File: src/rtl/multi_input_rc_node_if.sv
// Sample/coefficient/output bundle for the multi-input RC node.
interface multi_input_rc_node_if #(
  parameter int N_IN   = 3,
  parameter int DATA_W = 16,
  parameter int COEF_W = 16
);
  logic                     sample_valid;
  logic                     sample_ready;
  logic [N_IN*DATA_W-1:0]   x_in;
  logic                     state_clr;
  logic                     coef_we;
  logic [3:0]               coef_addr;
  logic signed [COEF_W-1:0] coef_wdata;
  logic                     coef_wr_err;
  logic signed [DATA_W-1:0] v_out;
  logic                     out_valid;

  modport master (
    output sample_valid, x_in, state_clr, coef_we, coef_addr, coef_wdata,
    input  sample_ready, coef_wr_err, v_out, out_valid
  );

  modport slave (
    input  sample_valid, x_in, state_clr, coef_we, coef_addr, coef_wdata,
    output sample_ready, coef_wr_err, v_out, out_valid
  );
endinterface

File: src/rtl/multi_input_rc_node.sv
// First-order IIR RC node with N_IN weighted inputs and scaled output,
// evaluated through one time-multiplexed signed multiplier.
module multi_input_rc_node #(
  parameter int N_IN      = 3,
  parameter int DATA_W    = 16,
  parameter int COEF_W    = 16,
  parameter int COEF_FRAC = 12,
  parameter int A_INIT    = 4091,
  parameter int G_INIT    = 4096
) (
  input  logic                   clk,
  input  logic                   rst_n,
  multi_input_rc_node_if.slave   bus
);
  localparam int PROD_W = DATA_W + COEF_W;
  localparam int ACC_W  = PROD_W + $clog2(N_IN + 1) + 1;
  localparam int N_COEF = N_IN + 2;
  localparam int CIDX_W = $clog2(N_COEF);
  localparam int XIDX_W = (N_IN > 1) ? $clog2(N_IN) : 1;

  localparam logic [3:0]              ADDR_MAX = 4'(N_IN + 1);
  localparam logic [CIDX_W-1:0]       G_IDX    = CIDX_W'(N_IN + 1);
  localparam logic [CIDX_W-1:0]       LAST_MAC = CIDX_W'(N_IN);
  localparam logic signed [ACC_W-1:0] RND      =
    {{(ACC_W-COEF_FRAC){1'b0}}, 1'b1, {(COEF_FRAC-1){1'b0}}};
  localparam logic signed [ACC_W-1:0] SAT_MAX  =
    {{(ACC_W-DATA_W+1){1'b0}}, {(DATA_W-1){1'b1}}};
  localparam logic signed [ACC_W-1:0] SAT_MIN  =
    {{(ACC_W-DATA_W+1){1'b1}}, {(DATA_W-1){1'b0}}};

  typedef enum logic [1:0] {ST_IDLE, ST_MAC, ST_ROUND, ST_SCALE} state_t;

  state_t                   r_state;
  logic [CIDX_W-1:0]        r_cnt;
  logic signed [COEF_W-1:0] r_coef [N_COEF];
  logic signed [DATA_W-1:0] r_x    [N_IN];
  logic signed [DATA_W-1:0] r_y;
  logic signed [DATA_W-1:0] r_vout;
  logic signed [ACC_W-1:0]  r_acc;
  logic                     r_out_valid;
  logic                     r_wr_err;

  logic                     w_idle;
  logic                     w_accept;
  logic                     w_wr_bad;
  logic                     w_wr_ok;
  logic [CIDX_W-1:0]        w_cidx;
  logic [XIDX_W-1:0]        w_xidx;
  logic signed [COEF_W-1:0] w_mul_a;
  logic signed [DATA_W-1:0] w_mul_b;
  logic signed [PROD_W-1:0] w_prod;
  logic signed [ACC_W-1:0]  w_prod_ext;

  function automatic logic signed [DATA_W-1:0] sat_round(input logic signed [ACC_W-1:0] v);
    logic signed [ACC_W-1:0] s;
    s = (v + RND) >>> COEF_FRAC;
    if (s > SAT_MAX)      s = SAT_MAX;
    else if (s < SAT_MIN) s = SAT_MIN;
    return s[DATA_W-1:0];
  endfunction

  assign w_idle           = (r_state == ST_IDLE);
  assign bus.sample_ready = w_idle && !bus.state_clr;
  assign w_accept         = bus.sample_valid && bus.sample_ready;
  assign w_wr_bad         = bus.coef_we && (!w_idle || (bus.coef_addr > ADDR_MAX));
  assign w_wr_ok          = bus.coef_we && !w_wr_bad;

  // Coefficient bank index doubles as the MAC step: step 0 reads A, step k reads B(k-1).
  always_comb begin
    w_cidx  = (r_state == ST_SCALE) ? G_IDX : r_cnt;
    w_xidx  = (r_cnt == '0) ? '0 : XIDX_W'(r_cnt - 1'b1);
    w_mul_a = r_coef[w_cidx];
    w_mul_b = ((r_state == ST_MAC) && (r_cnt != '0)) ? r_x[w_xidx] : r_y;
  end

  assign w_prod     = w_mul_a * w_mul_b;
  assign w_prod_ext = {{(ACC_W-PROD_W){w_prod[PROD_W-1]}}, w_prod};

  always_ff @(posedge clk or negedge rst_n) begin
    if (!rst_n) begin
      r_state     <= ST_IDLE;
      r_cnt       <= '0;
      r_y         <= '0;
      r_vout      <= '0;
      r_acc       <= '0;
      r_out_valid <= 1'b0;
      r_wr_err    <= 1'b0;
      for (int unsigned i = 0; i < N_COEF; i++) r_coef[i] <= '0;
      r_coef[0]     <= COEF_W'(A_INIT);
      r_coef[G_IDX] <= COEF_W'(G_INIT);
      for (int unsigned i = 0; i < N_IN; i++) r_x[i] <= '0;
    end else begin
      r_out_valid <= 1'b0;
      r_wr_err    <= w_wr_bad;
      if (w_wr_ok) r_coef[bus.coef_addr[CIDX_W-1:0]] <= bus.coef_wdata;

      case (r_state)
        ST_IDLE: begin
          if (bus.state_clr) begin
            r_y <= '0;
          end else if (w_accept) begin
            for (int unsigned i = 0; i < N_IN; i++) r_x[i] <= bus.x_in[i*DATA_W +: DATA_W];
            r_cnt   <= '0;
            r_state <= ST_MAC;
          end
        end
        ST_MAC: begin
          if (r_cnt == '0) r_acc <= w_prod_ext;
          else             r_acc <= r_acc + w_prod_ext;
          if (r_cnt == LAST_MAC) r_state <= ST_ROUND;
          else                   r_cnt   <= r_cnt + 1'b1;
        end
        ST_ROUND: begin
          r_y     <= sat_round(r_acc);
          r_state <= ST_SCALE;
        end
        ST_SCALE: begin
          r_vout      <= sat_round(w_prod_ext);
          r_out_valid <= 1'b1;
          r_state     <= ST_IDLE;
        end
        default: r_state <= ST_IDLE;
      endcase
    end
  end

  assign bus.v_out       = r_vout;
  assign bus.out_valid   = r_out_valid;
  assign bus.coef_wr_err = r_wr_err;
endmodule
File: src/flat_wrapper.sv
// flat-port wrapper written by rule: the top's interface ports become plain ports
module multi_input_rc_node_flat 
#(
  parameter int N_IN      = 3,
  parameter int DATA_W    = 16,
  parameter int COEF_W    = 16,
  parameter int COEF_FRAC = 12,
  parameter int A_INIT    = 4091,
  parameter int G_INIT    = 4096
)
  (clk, rst_n, bus_sample_valid, bus_x_in, bus_state_clr, bus_coef_we, bus_coef_addr, bus_coef_wdata, bus_sample_ready, bus_coef_wr_err, bus_v_out, bus_out_valid);
  multi_input_rc_node_if #(.N_IN(N_IN), .DATA_W(DATA_W), .COEF_W(COEF_W)) bus_i ();
  input  logic clk;
  input  logic rst_n;
  input wire logic [$bits(bus_i.sample_valid)-1:0] bus_sample_valid;
  input wire logic [$bits(bus_i.x_in)-1:0] bus_x_in;
  input wire logic [$bits(bus_i.state_clr)-1:0] bus_state_clr;
  input wire logic [$bits(bus_i.coef_we)-1:0] bus_coef_we;
  input wire logic [$bits(bus_i.coef_addr)-1:0] bus_coef_addr;
  input wire logic [$bits(bus_i.coef_wdata)-1:0] bus_coef_wdata;
  output wire logic [$bits(bus_i.sample_ready)-1:0] bus_sample_ready;
  output wire logic [$bits(bus_i.coef_wr_err)-1:0] bus_coef_wr_err;
  output wire logic [$bits(bus_i.v_out)-1:0] bus_v_out;
  output wire logic [$bits(bus_i.out_valid)-1:0] bus_out_valid;
  assign bus_i.sample_valid = bus_sample_valid;
  assign bus_i.x_in = bus_x_in;
  assign bus_i.state_clr = bus_state_clr;
  assign bus_i.coef_we = bus_coef_we;
  assign bus_i.coef_addr = bus_coef_addr;
  assign bus_i.coef_wdata = bus_coef_wdata;
  assign bus_sample_ready = bus_i.sample_ready;
  assign bus_coef_wr_err = bus_i.coef_wr_err;
  assign bus_v_out = bus_i.v_out;
  assign bus_out_valid = bus_i.out_valid;
  multi_input_rc_node #(.N_IN(N_IN), .DATA_W(DATA_W), .COEF_W(COEF_W), .COEF_FRAC(COEF_FRAC), .A_INIT(A_INIT), .G_INIT(G_INIT)) u_core (.clk(clk), .rst_n(rst_n), .bus(bus_i));
endmodule
File: config.mk
export PLATFORM = sky130hd
export DESIGN_NAME = multi_input_rc_node_flat
export DESIGN_NICKNAME = d
export VERILOG_FILES = /design/src/rtl/multi_input_rc_node_if.sv /design/src/rtl/multi_input_rc_node.sv /design/src/flat_wrapper.sv
export SDC_FILE = /design/constraint.sdc
export NUM_CORES = 1
export LEC_CHECK = 0
export ABC_AREA = 1
export CAP_MARGIN = 0
export CELL_PAD_IN_SITES_DETAIL_PLACEMENT = 1
export CELL_PAD_IN_SITES_GLOBAL_PLACEMENT = 2
export CORE_MARGIN = 2
export CORE_UTILIZATION = 37
export DETAILED_ROUTE_END_ITERATION = 10
export GPL_ROUTABILITY_DRIVEN = 0
export PLACE_DENSITY = 0.88
export REMOVE_ABC_BUFFERS = 1
export SLEW_MARGIN = 20
export SYNTH_ARGS = -nofsm -noshare
export SYNTH_HDL_FRONTEND = slang
export SYNTH_SLANG_ARGS = --single-unit
File: constraint.sdc
create_clock -name clk -period 10.5 [get_ports clk]
set_clock_uncertainty 0.2 [all_clocks]
set_input_delay 2.625 -clock clk [delete_from_list [all_inputs] [get_ports clk]]
set_output_delay 2.625 -clock clk [all_outputs]
set_load 0.01 [all_outputs]
==> flow_summary.toml, run 1 <==
[clocking]
insertion_delay_ns = 0.56
cts_sinks = 202
cts.clk_slew.worst_paths_ns = 0.06
cts_tree = "done"
cts-buffers-inserted = 25
htreeDepth = 1
clk_path_buf_depth = 3
ctsHoldBuffers = 0
cts-root-buf = "clkbuf_16"

[grt]
gr-total-overflow = 0
grt_pass1_wl_um = 125000
grt_pass1_vias = 22870
grtUsageTotal_pct = 24.4
grt_max_degree = 107
antenna_found_initial = 1

[timing]
slew_headroom_pct = 39.3
slew_violations = 0
period_needed_ns = 9.98
hold_violations = 0
fmax_mhz = 100
hold_slack_ns = 0.279
post-route-period-util_pct = 95.1
worst_pin_slew_ns = 0.910
final-setup-viol-count = 0

[critical_path]
crit_path_top_delay_cell = "fa_1"
path_depth = 41
rrSetupSlack_ns = 0.52
endpoint_kind = "register"
path_delay_family = "adder cells"
cp.buffers_inverters = 9
start_kind = "register"
slowest_delay_ns = 0.56
cp_data_required_time_ns = 10.77
worstSetupPathType = "register to register"
crit_arrival_ns = 10.25
crit_path_max_fanout = 30
ff2ff_path_depth = 41

[yosys]
synth_ff_type = "dfrtp_1"
yosys_warnings = 0
yosys.area_share.simple_pct = 26.5
synth-seq-cells = 202
syn_area_um2 = 23100
synth_top_family_by_area = "adder cells"
synth_cell_types = 53
syn_area_per_cell_um2 = 7.32
async_flop_share_pct = 100
synthCells = 3158
synth_edf_count = 0
synthAdderAreaFrac_pct = 29.5
yosysSeqAreaShare_pct = 21.9
synthMuxAreaShare_pct = 0
synthXorXnorAreaFrac_pct = 2.00
synth_compound_area_share_pct = 8.79

[floorplanning]
fp.dieH_um = 254
fp-row-count = 91
die_area_um2 = 64500
die_w_um = 254
ios = 92
initial_core_util_pct = 37.5
core_um2 = 61700

[place]
dp_hpwl_um = 63200
port_buffers = 91

[run_status]
status = "completed"

[layout]
final_core_util_pct = 42.5
drive_above_1_share_pct = 7.22
seqCellArea_um2 = 5070
area_delta_synth_final_pct = 13.5
final_nets = 3712
fillers = 7712
multi_input_area_um2 = 15500
diodes = 0

[detailed_routing]
dr_total_vias = 20810
wire_per_inst_um = 18.7
drc = 0
drtPass1Iterations = 5
vias_per_cell = 5.07
drt-total-wl_um = 76800
drtIter0Drc = 1092
final_antenna_net_count = 0

[run]
maxCapViolCount = 0

[min_path]
hold_path.class = "register to register"
holdPathStages = 2
==> path summary, 6_finish.rpt <==
check                             startpoint             endpoint
min reg2reg                   u_core.r_x[44]       u_core.r_x[44]
min in group asynchronous              rst_n    u_core.r_coef[27]
max reg2reg                u_core.r_state[0]     u_core.r_acc[32]
max                        u_core.r_state[0]     u_core.r_acc[32]
max in group asynchronous              rst_n  u_core.bus.v_out[0]
min                           u_core.r_x[44]       u_core.r_x[44]
==> area by class of cell <==
type                       instances  share of cell area [%]
clock inverter                    15                   0.801
inverter                         600                    8.70
tap                              837                    3.99
sequential                       202                    19.3
timing repair buffer             153                    5.42
multi-input combinational       2269                    59.2
clock buffer                      30                    2.57
==> flip-flops by register name, summed over array words and instances, names as in the netlist <==
register	count
u_core.bus.out_valid	1
u_core.r_cnt	3
u_core.r_state	2
u_core.r_x	48
u_core.r_coef	80
u_core.r_acc	35
u_core.bus.coef_wr_err	1
u_core.bus.v_out	16
u_core.r_y	16
==> stage by stage <==
| step | cells | instance area (um^2) | worst slack, ns | TNS, ns |
|---|---|---|---|---|
| floorplan | 3071 | 22800 | -0.254 | -0.825 |
| global placement | 4048 | 25100 | 0.151 | 0 |
| detailed placement | 4048 | 25100 | -0.166 | -0.166 |
| CTS | 4093 | 26000 | 0.0151 | 0 |
| global route | 4106 | 26200 | -0.0393 | -0.0513 |
| finish | 4106 | 26200 | 0.515 | 0 |
==> placed cells by master, fill, tap and decap left out, types with 84 or more instances in the layout <==
cell type	count
inv_1	571
nor2_1	285
o21ai_0	141
clkdlybuf4s50_1	90
nand2_1	945
a21oi_1	85
nand3_1	84
ha_1	124
dfrtp_1	190
fa_1	262
==> kinds of logic after synthesis <==
| kind of cell | after synthesis |
|---|---|
| AND/OR/NAND/NOR | 1482 |
| buffers and inverters | 687 |
| adder cells (fa/ha/maj) | 388 |
| AO/OA/AOI/OAI | 347 |
| flip-flops | 202 |
| XOR/XNOR | 52 |
==> tightest hold or removal path: cells and delay by family (launching register included) <==
family | cells | cell delay (ns)
flops | 1 | 0.34
simple gates | 2 | 0.11
==> timing repair <==
item	in CTS	in global routing
setup endpoints to repair	3	12
setup buffers	0	13
pin swaps	0	2
gates cloned	0	0
gates resized for setup	4	38
==> cells in the mapped netlist (18+ instances only) <==
| cell type | count | area [um^2] |
|---|---|---|
| ha_1 | 125 | 1560 |
| nand2_2 | 20 | 125 |
| nor2_1 | 291 | 1090 |
| nor3_1 | 18 | 90.1 |
| or2_2 | 18 | 113 |
| o21a_1 | 20 | 150 |
| clkbuf_1 | 78 | 293 |
| xor2_1 | 40 | 350 |
| a31oi_1 | 26 | 163 |
| dfrtp_1 | 190 | 4750 |
| nand2_1 | 947 | 3550 |
| fa_1 | 263 | 5270 |
| nand4_1 | 47 | 294 |
| nand3_1 | 84 | 420 |
| a21oi_1 | 86 | 430 |
| o21ai_0 | 146 | 731 |
| inv_1 | 579 | 2170 |
==> layer usage <==
layer,routed length (um),share of wire (%),global-route usage (%),vias up
met5,0,0,0,-
met4,2120,2.8,6.54,0
met3,2720,3.5,2.33,105
met2,37800,49,42.7,371
met1,34200,44,32.3,10495
li1,-,-,-,9839
Power of run 1 is not shown: default switching activity piles up to over one toggle a cycle in this logic, so the estimate is an artifact.
==> inputs of run 2 (changes only) <==
--- a/config.mk
+++ b/config.mk
@@ -15,6 +15,7 @@
 export GPL_ROUTABILITY_DRIVEN = 0
 export PLACE_DENSITY = 0.88
 export REMOVE_ABC_BUFFERS = 1
+export SKIP_CTS_REPAIR_TIMING = 1
 export SLEW_MARGIN = 20
 export SYNTH_ARGS = -nofsm -noshare
 export SYNTH_HDL_FRONTEND = slang
==> run 2 against run 1 <==
  * Design area about the same
  * Core utilization about the same
  * Die area unchanged
  * First-iteration DRC count decreased by 1.0%
  * Highest routed layer unchanged
==> flow_summary.toml, run 2 (synthesized netlist as in run 1, its figures left out) <==
[detailed_routing]
drtPass1Iterations = 5
dr_total_vias = 20827
drtIter0Drc = 1081
wl_met2_um = 37700
wl_met1_um = 34200
wire_per_inst_um = 18.7
drt-total-wl_um = 76700
drc = 0
final_antenna_net_count = 0
wl_met3_um = 2660
top_layer_used = "met4"
vias_per_cell = 5.07

[critical_path]
start_kind = "register"
slowest_delay_ns = 0.56
worstSetupPathType = "register to register"
cp_data_required_time_ns = 10.76
r2r-end = "u_core.r_acc[32]"
crit_path_max_fanout = 30
rrSetupSlack_ns = 0.52
r2r-start = "u_core.r_state[0]"
crit_arrival_ns = 10.24
endpoint_kind = "register"
crit_path_top_delay_cell = "fa_1"
ff2ff_path_depth = 41

[grt]
grt_pass1_wl_um = 125000
grtUsageTotal_pct = 24.4
grt_pass1_vias = 22866
grt_max_degree = 107
antenna_found_initial = 1
gr-total-overflow = 0

[min_path]
holdPathStages = 2
min_delay_worst_endpoint = "u_core.r_x[44]"
hold_start = "u_core.r_x[44]"
hold_path.class = "register to register"

[place]
dpl_cell_area_um2 = 25100
dp_hpwl_um = 63200
port_buffers = 91
dp_slack_ns = -0.166

[timing]
fmax_mhz = 100
slew_violations = 0
post-route-period-util_pct = 95.0
hold_violations = 0
final-setup-viol-count = 0
fin_setup_tns_ns = 0
fin_ws_ns = 0.523
worst_pin_slew_ns = 0.908
slew_headroom_pct = 39.5
hold_slack_ns = 0.280
period_needed_ns = 9.98

[run_status]
status = "completed"

[layout]
layout_commonest_cell = "nand2_1"
design_area_um2 = 26300
regMostFlops = "u_core.r_coef"
area_delta_synth_final_pct = 13.6
largest_reg_flops = 80
drive_above_1_share_pct = 7.30
mostFrequentLayoutCells = "nand2_1 (945), inv_1 (570), nor2_1 (285)"
final_nets = 3715
fillers = 7711
reg_top3 = "u_core.r_coef (80), u_core.r_x (48), u_core.r_acc (35)"
diodes = 0

[run]
maxCapViolCount = 0

[floorplanning]
die_w_um = 254
initial_core_util_pct = 37.5
fp-row-count = 91
die_area_um2 = 64500
core_um2 = 61700
fp.dieH_um = 254
ios = 92

[clocking]
cts_sinks = 202
clk_path_buf_depth = 3
htreeDepth = 1
cts_tree = "done"
cts-root-buf = "clkbuf_16"
cts-buffers-inserted = 25
insertion_delay_ns = 0.56
cts.clk_slew.worst_paths_ns = 0.06
run 2: worst max-delay path by stage:
| stage | from | end | slack, ns |
|---|---|---|---|
| floorplan | u_core.r_state[1] | u_core.r_acc[34] | -0.25 |
| global placement | u_core.r_cnt[0] | u_core.r_acc[33] | 0.15 |
| detailed placement | u_core.r_cnt[0] | u_core.r_acc[33] | -0.17 |
| CTS | u_core.r_cnt[0] | u_core.r_acc[33] | -0.24 |
| global route | u_core.r_cnt[0] | u_core.r_acc[32] | -0.04 |
| finish | u_core.r_state[0] | u_core.r_acc[32] | 0.52 |
run 2: cell type report:
class	instances	area, um^2	share of cell area (%)
Clock buffer	30	674	2.57
Clock inverter	15	210	0.800
Inverter	600	2290	8.70
Multi-Input combinational cell	2269	15500	59.1
Sequential cell	202	5070	19.3
Tap cell	837	1050	3.99
Timing Repair Buffer	156	1440	5.50
run 2: routing by layer:
metal  global-route usage (%)  vias to the layer above
met5                        0                        -
met4                     6.54                        0
met3                     2.33                      108
met2                     42.7                      360
met1                     32.3                    10512
li1                         -                     9847
run 2: metrics by stage:
stage / cells / utilization, %
final: 4109 / 42.6
after global routing: 4109 / 42.6
after CTS: 4093 / 42.1
after detailed placement: 4048 / 40.7
after global placement: 4048 / 40.7
after floorplan: 3071 / -
run 2: critical path, delay by kind of cell, from the launching register on:
family	cells	cell delay, ns
adders and majority gates	9	4.18
buffers and inverters	9	1.15
and+or+nand+nor	18	2.79
AOI/OAI and AO/OA	5	1.15
DFF	1	0.41
Power of run 2 is left out for the same reason.
